[src/rtl/seven_seg_pkg.sv]
// Shared constants and helpers for the 4-digit common-anode seven-segment scanner.
// Segment patterns are active-low in {g,f,e,d,c,b,a} order.
package seven_seg_pkg;

  localparam logic [6:0] SEG_BLANK = 7'h7F;

  localparam logic [6:0] HEX_SEG [16] = '{
    7'h40, 7'h79, 7'h24, 7'h30, 7'h19, 7'h12, 7'h02, 7'h78,
    7'h00, 7'h10, 7'h08, 7'h03, 7'h46, 7'h21, 7'h06, 7'h0E
  };

  // Active-low anode enable for one digit position; position 0 is the rightmost digit.
  function automatic logic [3:0] anode_sel(input logic [1:0] idx);
    return ~(4'b0001 << idx);
  endfunction

endpackage

[src/rtl/seven_seg_scan_if.sv]
// Data and display signals between the display-source multiplexer and the scanner.
interface seven_seg_scan_if;
  logic [31:0] disp_num;
  logic [7:0]  point_in;
  logic [7:0]  blink_in;
  logic        page_sel;
  logic        page_auto;
  logic        blank;
  logic [3:0]  an;
  logic [7:0]  seg;
  logic        page;
  logic        frame_tick;

  modport master (
    output disp_num, point_in, blink_in, page_sel, page_auto, blank,
    input  an, seg, page, frame_tick
  );

  modport slave (
    input  disp_num, point_in, blink_in, page_sel, page_auto, blank,
    output an, seg, page, frame_tick
  );
endinterface

[src/rtl/seven_seg_hex_decode.sv]
// Combinational hex nibble to active-low segment pattern decoder.
module seven_seg_hex_decode
  import seven_seg_pkg::*;
(
  input  logic [3:0] value,
  output logic [6:0] seg_n
);

  assign seg_n = HEX_SEG[value];

endmodule

[src/rtl/seven_seg_scan.sv]
// Time-multiplexed 4-digit hex display driver with per-frame input snapshot,
// manual/automatic paging of the 32-bit word, decimal points and blinking.
module seven_seg_scan
  import seven_seg_pkg::*;
#(
  parameter int SCAN_W  = 17,
  parameter int PAGE_W  = 8,
  parameter int BLINK_W = 6
) (
  input logic            clk,
  input logic            rst,
  seven_seg_scan_if.slave bus
);

  localparam int FRAME_W = (PAGE_W > BLINK_W) ? PAGE_W : BLINK_W;

  logic [SCAN_W-1:0]  scan_cnt_reg;
  logic [1:0]         idx_reg;
  logic [FRAME_W-1:0] frame_cnt_reg;
  logic [FRAME_W-1:0] frame_cnt_next;
  logic [31:0]        snap_num_reg;
  logic [7:0]         snap_pt_reg;
  logic [7:0]         snap_bl_reg;
  logic               page_reg;
  logic               page_next;
  logic [3:0]         an_reg;
  logic [3:0]         an_next;
  logic [7:0]         seg_reg;
  logic [7:0]         seg_next;
  logic               frame_tick_reg;

  logic               scan_wrap;
  logic               frame_end;
  logic [2:0]         nib;
  logic [3:0]         snap_nib [8];
  logic [6:0]         seg_pat;
  logic               blink_phase;

  genvar gi;
  generate
    for (gi = 0; gi < 8; gi++) begin : g_nib
      assign snap_nib[gi] = snap_num_reg[4*gi +: 4];
    end
  endgenerate

  assign scan_wrap      = &scan_cnt_reg;
  assign frame_end      = scan_wrap && (idx_reg == 2'd3);
  assign frame_cnt_next = frame_cnt_reg + 1'b1;
  assign nib            = {page_reg, idx_reg};
  assign blink_phase    = frame_cnt_reg[BLINK_W-1];

  seven_seg_hex_decode u_hex_decode (
    .value (snap_nib[nib]),
    .seg_n (seg_pat)
  );

  // Page only moves on a frame boundary so a frame never mixes halves of the word.
  always_comb begin
    page_next = page_reg;
    if (frame_end) begin
      if (bus.page_auto) begin
        if (frame_cnt_next[PAGE_W-1:0] == '0)
          page_next = ~page_reg;
      end else begin
        page_next = bus.page_sel;
      end
    end
  end

  // Blanking only darkens the anodes; cathodes keep tracking the selected digit.
  always_comb begin
    an_next  = anode_sel(idx_reg);
    seg_next = {~snap_pt_reg[nib], seg_pat};
    if (bus.blank || (snap_bl_reg[nib] && blink_phase))
      an_next = 4'hF;
  end

  always_ff @(posedge clk or negedge rst) begin
    if (!rst) begin
      scan_cnt_reg   <= '0;
      idx_reg        <= '0;
      frame_cnt_reg  <= '0;
      snap_num_reg   <= '0;
      snap_pt_reg    <= '0;
      snap_bl_reg    <= '0;
      page_reg       <= 1'b0;
      an_reg         <= 4'hF;
      seg_reg        <= {1'b1, SEG_BLANK};
      frame_tick_reg <= 1'b0;
    end else begin
      scan_cnt_reg   <= scan_cnt_reg + 1'b1;
      frame_tick_reg <= frame_end;
      page_reg       <= page_next;
      an_reg         <= an_next;
      seg_reg        <= seg_next;
      if (scan_wrap)
        idx_reg <= idx_reg + 2'd1;
      if (frame_end) begin
        snap_num_reg  <= bus.disp_num;
        snap_pt_reg   <= bus.point_in;
        snap_bl_reg   <= bus.blink_in;
        frame_cnt_reg <= frame_cnt_next;
      end
    end
  end

  assign bus.an         = an_reg;
  assign bus.seg        = seg_reg;
  assign bus.page       = page_reg;
  assign bus.frame_tick = frame_tick_reg;

endmodule

[src/flat_wrapper.sv]
// flat-port wrapper written by rule: the top's interface ports become plain ports
module seven_seg_scan_flat import seven_seg_pkg::*;
#(
  parameter int SCAN_W  = 17,
  parameter int PAGE_W  = 8,
  parameter int BLINK_W = 6
)
  (clk, rst, bus_disp_num, bus_point_in, bus_blink_in, bus_page_sel, bus_page_auto, bus_blank, bus_an, bus_seg, bus_page, bus_frame_tick);
  seven_seg_scan_if bus_i ();
  input logic clk;
  input logic rst;
  input wire logic [$bits(bus_i.disp_num)-1:0] bus_disp_num;
  input wire logic [$bits(bus_i.point_in)-1:0] bus_point_in;
  input wire logic [$bits(bus_i.blink_in)-1:0] bus_blink_in;
  input wire logic [$bits(bus_i.page_sel)-1:0] bus_page_sel;
  input wire logic [$bits(bus_i.page_auto)-1:0] bus_page_auto;
  input wire logic [$bits(bus_i.blank)-1:0] bus_blank;
  output wire logic [$bits(bus_i.an)-1:0] bus_an;
  output wire logic [$bits(bus_i.seg)-1:0] bus_seg;
  output wire logic [$bits(bus_i.page)-1:0] bus_page;
  output wire logic [$bits(bus_i.frame_tick)-1:0] bus_frame_tick;
  assign bus_i.disp_num = bus_disp_num;
  assign bus_i.point_in = bus_point_in;
  assign bus_i.blink_in = bus_blink_in;
  assign bus_i.page_sel = bus_page_sel;
  assign bus_i.page_auto = bus_page_auto;
  assign bus_i.blank = bus_blank;
  assign bus_an = bus_i.an;
  assign bus_seg = bus_i.seg;
  assign bus_page = bus_i.page;
  assign bus_frame_tick = bus_i.frame_tick;
  seven_seg_scan #(.SCAN_W(SCAN_W), .PAGE_W(PAGE_W), .BLINK_W(BLINK_W)) u_core (.clk(clk), .rst(rst), .bus(bus_i));
endmodule
[config.mk]
export PLATFORM = sky130hd
export DESIGN_NAME = seven_seg_scan_flat
export DESIGN_NICKNAME = d
export VERILOG_FILES = /design/src/rtl/seven_seg_pkg.sv /design/src/rtl/seven_seg_scan_if.sv /design/src/rtl/seven_seg_hex_decode.sv /design/src/rtl/seven_seg_scan.sv /design/src/flat_wrapper.sv
export SDC_FILE = /design/constraint.sdc
export NUM_CORES = 1
export LEC_CHECK = 0
export BUFFER_PORTS_ARGS = -buffer_cell sky130_fd_sc_hd__buf_4
export CAP_MARGIN = 20
export CORE_ASPECT_RATIO = 1.1
export CORE_MARGIN = 3
export CORE_UTILIZATION = 41
export CTS_CLUSTER_SIZE = 40
export DETAILED_ROUTE_END_ITERATION = 8
export GPL_ROUTABILITY_DRIVEN = 0
export PLACE_DENSITY = 0.71
export SETUP_SLACK_MARGIN = 0.5
export SLEW_MARGIN = 0
export SYNTH_ARGS = -nofsm -noshare
export SYNTH_HDL_FRONTEND = slang
export SYNTH_HIERARCHICAL = 1
export SYNTH_SLANG_ARGS = --single-unit
export TNS_END_PERCENT = 30
[constraint.sdc]
create_clock -name clk -period 3.5 [get_ports clk]
set_input_delay 0.7 -clock clk [delete_from_list [all_inputs] [get_ports clk]]
set_output_delay 0.7 -clock clk [all_outputs]
set_load 0.01 [all_outputs]
==> impl_table.tex <==
\begin{tabular}{lr}
\hline
Metric & Value \\
\hline
\multicolumn{2}{l}{\textbf{Status}} \\
\quad Run status & complete, no violations \\
\multicolumn{2}{l}{\textbf{Synthesis}} \\
\quad Number of instances in the synthesized netlist & 403 \\
\quad Syn nets & 471 \\
\quad Main combinational cell family by area after synthesis & simple AND/OR/NAND/NOR gates \\
\quad Netlist Area Pre-Place & 4086 um\^{}2 \\
\quad Adder and majority gate portion of the synthesized area & 4.593\% \\
\quad Cell type contributing the most total cell area after synthesis & sky130\_fd\_sc\_hd\_\_dfrtp\_1 \\
\quad Synthesized area per cell & around 10 um\^{}2 \\
\quad Most repeated cell in the gate-level netlist after synthesis & sky130\_fd\_sc\_hd\_\_nand2\_1 \\
\quad Synthesized-area fraction occupied by ao, oa, aoi and oai cells & 2.970\% \\
\quad Flip-flop and latch count after synthesis & 89 \\
\quad Top cells by instance count after synthesis & sky130\_fd\_sc\_hd\_\_nand2\_1, sky130\_fd\_sc\_hd\_\_dfrtp\_1, sky130\_fd\_sc\_hd\_\_xnor2\_1 \\
\quad Synthesis Warnings & 6 \\
\quad Area share of the leading cell type in the synthesized netlist & a little under half \\
\quad Area share of xor/xnor cells in the synthesized design & 5.358\% \\
\quad Fraction of synthesized area in multiplexers & 9.032\% \\
\quad Most used DFF post-synth & sky130\_fd\_sc\_hd\_\_dfrtp\_1 \\
\quad Cells taking the most area after synthesis & sky130\_fd\_sc\_hd\_\_dfrtp\_1, sky130\_fd\_sc\_hd\_\_nand2\_1, sky130\_fd\_sc\_hd\_\_dfstp\_2 \\
\quad Count of different cell masters after synthesis & 37 \\
\quad Seq/Total Area, Yosys & 54.87\% \\
\quad Count of flip-flops with a built-in enable after synthesis & 0 \\
\quad Post-synthesis async set-or-reset flop share & 100.0\% \\
\quad Area share of and/or/nand/nor cells after synthesis & roughly 20\% \\
\multicolumn{2}{l}{\textbf{Global routing}} \\
\quad GR Overflow Total & 0 \\
\quad Pin count of the biggest net entering global routing & 90 \\
\quad Number of global-route vias before repair & 2,926 \\
\quad Global-route wire length before repair & 13,670 um \\
\quad Antenna violations before repair & 0 \\
\quad Overall fraction of global-route tracks in use & 15.39\% \\
\multicolumn{2}{l}{\textbf{Min path}} \\
\quad Kind of path behind the tightest hold check & in2async \\
\multicolumn{2}{l}{\textbf{Power and ir drop}} \\
\quad Final Total Pwr & approximately 1.8 mW \\
\quad Relative contribution of combinational cells to total power & 4.1\% \\
\quad Power spent charging and discharging nets & between 0.3 and 0.4 mW \\
\quad Clk pwr share & about two fifths \\
\quad Leakage Power & 2.230 nW \\
\quad Internal power of the cells & 1.419 mW \\
\quad Power density normalized to cell area & $\sim$370 nW/um\^{}2 \\
\quad Worst vdd rail ir drop & 205.3 uV \\
\quad Sequential group share of total power & 57.7\% \\
\quad Switching portion of total power & 20.42\% \\
\multicolumn{2}{l}{\textbf{Critical path}} \\
\quad Worst Reg2Reg Path Length in Cells & 12 \\
\quad Startpoint class of the critical path & flip-flop \\
\quad Arr. time, crit path & 2820 ps \\
\quad Reg-to-Reg End & u\_core/bus.page\$\_DFFE\_PN0P\_ \\
\quad Largest fanout on the critical path & 5 \\
\quad Kind of capture point of the worst setup path & flip-flop \\
\quad Data required time at the worst endpoint & 3740 ps \\
\quad Slack of the worst reg-to-reg path & 920 ps \\
\quad Worst Setup SP & u\_core/scan\_cnt\_reg[5]\$\_DFF\_PN0\_ \\
\quad CP Capture Point & u\_core/bus.page\$\_DFFE\_PN0P\_ \\
\quad Launch instance of the worst register-to-register path & u\_core/scan\_cnt\_reg[5]\$\_DFF\_PN0\_ \\
\quad Critical path type & reg2reg \\
\multicolumn{2}{l}{\textbf{Timing}} \\
\quad Final total negative setup slack & 0 ps \\
\quad Clock skew & between 9 and 10 ps \\
\quad Slew at the pin closest to its max-slew limit & 735.9 ps \\
\quad Achievable clock frequency & 387.7 MHz \\
\quad Final cycle utilization of the critical path & 73.69\% \\
\quad Headroom to the max-slew limit & 50.94\% \\
\quad Number of failing setup endpoints in the final timing report & 0 \\
\quad Final Hold Viols & 0 \\
\quad RSZ-0062 raised after global routing & no \\
\quad Fin. max-slew vios & 0 \\
\quad Period minus WS final & 2579 ps \\
\multicolumn{2}{l}{\textbf{Placement}} \\
\quad HPWL reported at the end of detailed placement & 5631 um \\
\quad DP Area & approximately 4700 um\^{}2 \\
\quad PortBufs & 66 \\
\multicolumn{2}{l}{\textbf{Die}} \\
\quad Number of rows created at floorplan & 37 \\
\quad Starting density of the core & a little over two fifths \\
\quad Die Y-Extent & 110.7 um \\
\quad Horizontal extent of the die & 101.2 um \\
\quad Core ar. & 9537 um\^{}2 \\
\quad Count of boundary I/O pins & 67 \\
\quad Floorplan die area & 11,200 um\^{}2 \\
\multicolumn{2}{l}{\textbf{CTS}} \\
\quad CTS Hold Bufs & 0 \\
\quad Root Driver & sky130\_fd\_sc\_hd\_\_clkbuf\_8 \\
\quad Total setup buffers inserted after CTS & 0 \\
\quad Clock transition at the registers of the reported paths & 80 ps \\
\quad CTS resizes & 0 \\
\quad Clock tree from TritonCTS & done \\
\quad CTS Buffer Depth & 2 \\
\quad Maximum level of the CTS H-tree & 3 \\
\quad Clock Sink Count & about 90 \\
\quad Later-pin clock latency in the skew report & about 350 ps \\
\quad Number of buffers inserted during clock tree synthesis & 9 \\
\multicolumn{2}{l}{\textbf{Drt}} \\
\quad DRT Wirelength & just over 8000 um \\
\quad Number of iterations in the first detailed-routing pass & 4 \\
\quad Ratio of routed vias to standard cells & 4.930 \\
\quad DRC violation count after routing & 0 \\
\quad Residual antenna-violating net count after detailed routing & 0 \\
\quad Detailed-route wire length per cell & $\sim$14 um \\
\quad Iteration-0 DRC count of the detailed router & 179 \\
\quad Via count & 2,894 \\
\multicolumn{2}{l}{\textbf{Final layout}} \\
\quad Finished Cell Area & just under 5000 um\^{}2 \\
\quad Fill cells & 872 \\
\quad Max reg flops & 32 \\
\quad Growth of design area from synthesis to finish & 19.53\% \\
\quad Share of final-layout standard cells stronger than drive strength 1 & between 20\% and 30\% \\
\quad Antenna cell count & 0 \\
\quad Number of nets at the end of the flow & 533 \\
\quad Core Util, Final & 51.22\% \\
\multicolumn{2}{l}{\textbf{Flow run}} \\
\quad Max-cap violation count & 0 \\
\hline
\end{tabular}
==> power groups by stage <==
stage | Sequential [mW] | Clock (mW) | Combinational [mW]
finish | 1.03 | 0.681 | 0.0726
global route | 1.03 | 0.750 | 0.0803
CTS | 1.03 | 0.708 | 0.0711
detailed placement | 1.05 | 0 | 0.0707
global placement | 1.05 | 0 | 0.0698
floorplan | 1.05 | 0 | 0.00241
==> layout by cell type (no fill, tap or decap), drive strengths merged, types with 2 or more instances in the layout <==
cell type  instances
a21oi              2
a31oi              2
and3               2
buf               70
clkbuf            13
clkinv             3
dfrtp             77
dfstp             12
ha                15
inv                7
mux2               7
mux2i              2
mux4              12
nand2            170
nand3             11
nand4              7
nor2               7
nor3               2
o21ai             10
o22ai              2
xnor2             18
xor2               7
==> cell families (layout without fill, tap and decap cells) <==
kind of cell / after synthesis / count (layout)
adders and majority gates: 15 / 15
and+or+nand+nor: 206 / 206
AOI/OAI and AO/OA: 20 / 20
buffers and inverters: 27 / 94
DFF: 89 / 89
muxes: 21 / 21
xor gates and xnor gates: 25 / 25
==> worst max-delay path, cell delays in order (launching register included) <==
cell	delay, ps
sky130_fd_sc_hd__dfrtp_1	420
sky130_fd_sc_hd__nand4_1	130
sky130_fd_sc_hd__nor2_1	200
sky130_fd_sc_hd__and4_1	280
sky130_fd_sc_hd__nand2_1	70
sky130_fd_sc_hd__nor2_1	100
sky130_fd_sc_hd__ha_1	230
sky130_fd_sc_hd__nand2_2	70
sky130_fd_sc_hd__clkinv_1	60
sky130_fd_sc_hd__o211a_1	140
sky130_fd_sc_hd__nand4_1	90
sky130_fd_sc_hd__nor4_1	310
sky130_fd_sc_hd__mux2_2	370
==> per-layer routing <==
metal,track usage [%],up-vias,part of all wire [%]
li1,-,1431,-
met1,20.30,1397,45
met2,24.08,57,48
met3,4.405,9,5.2
met4,5.585,0,1.3
met5,0,-,0
==> final cells by class <==
type | count | area [um^2] | area share (%)
repair buffers | 70 | 545.5 | 11.17
flip-flops and latches | 89 | 2242 | 45.90
clock inverters | 3 | 40.04 | 0.8197
well taps | 117 | 146.4 | 2.997
clock buffers | 13 | 148.9 | 3.048
multi-input cells | 287 | 1732 | 35.45
inverters | 8 | 30.03 | 0.6148
==> how the worst min path moves through the flow <==
stage                                        startpoint                                   to  slack [ps]  depth (start not counted)
floorplan                                           rst      u_core/bus.frame_tick$_DFF_PN0_         400                          0
global placement    u_core/snap_num_reg[24]$_DFFE_PN0P_  u_core/snap_num_reg[24]$_DFFE_PN0P_         450                          2
detailed placement    u_core/snap_bl_reg[2]$_DFFE_PN0P_    u_core/snap_bl_reg[2]$_DFFE_PN0P_         460                          2
CTS                  u_core/snap_num_reg[9]$_DFFE_PN0P_   u_core/snap_num_reg[9]$_DFFE_PN0P_         480                          2
global route                                        rst  u_core/snap_num_reg[30]$_DFFE_PN0P_         220                          1
finish                                              rst  u_core/snap_num_reg[30]$_DFFE_PN0P_         220                          1
==> metrics by stage <==
stage / setup WS, ps / cells / hold WS (ps)
2_1_floorplan: 1020 / 403 / 404.4
3_3_place_gp: 970.1 / 570 / 452.2
3_5_place_dp: 916.3 / 570 / 459.1
4_1_cts: 898.8 / 586 / 479.1
5_1_grt: 643.0 / 587 / 219.0
6_report: 920.8 / 587 / 217.3
No activity file was read; power rests on OpenSTA's default activity.
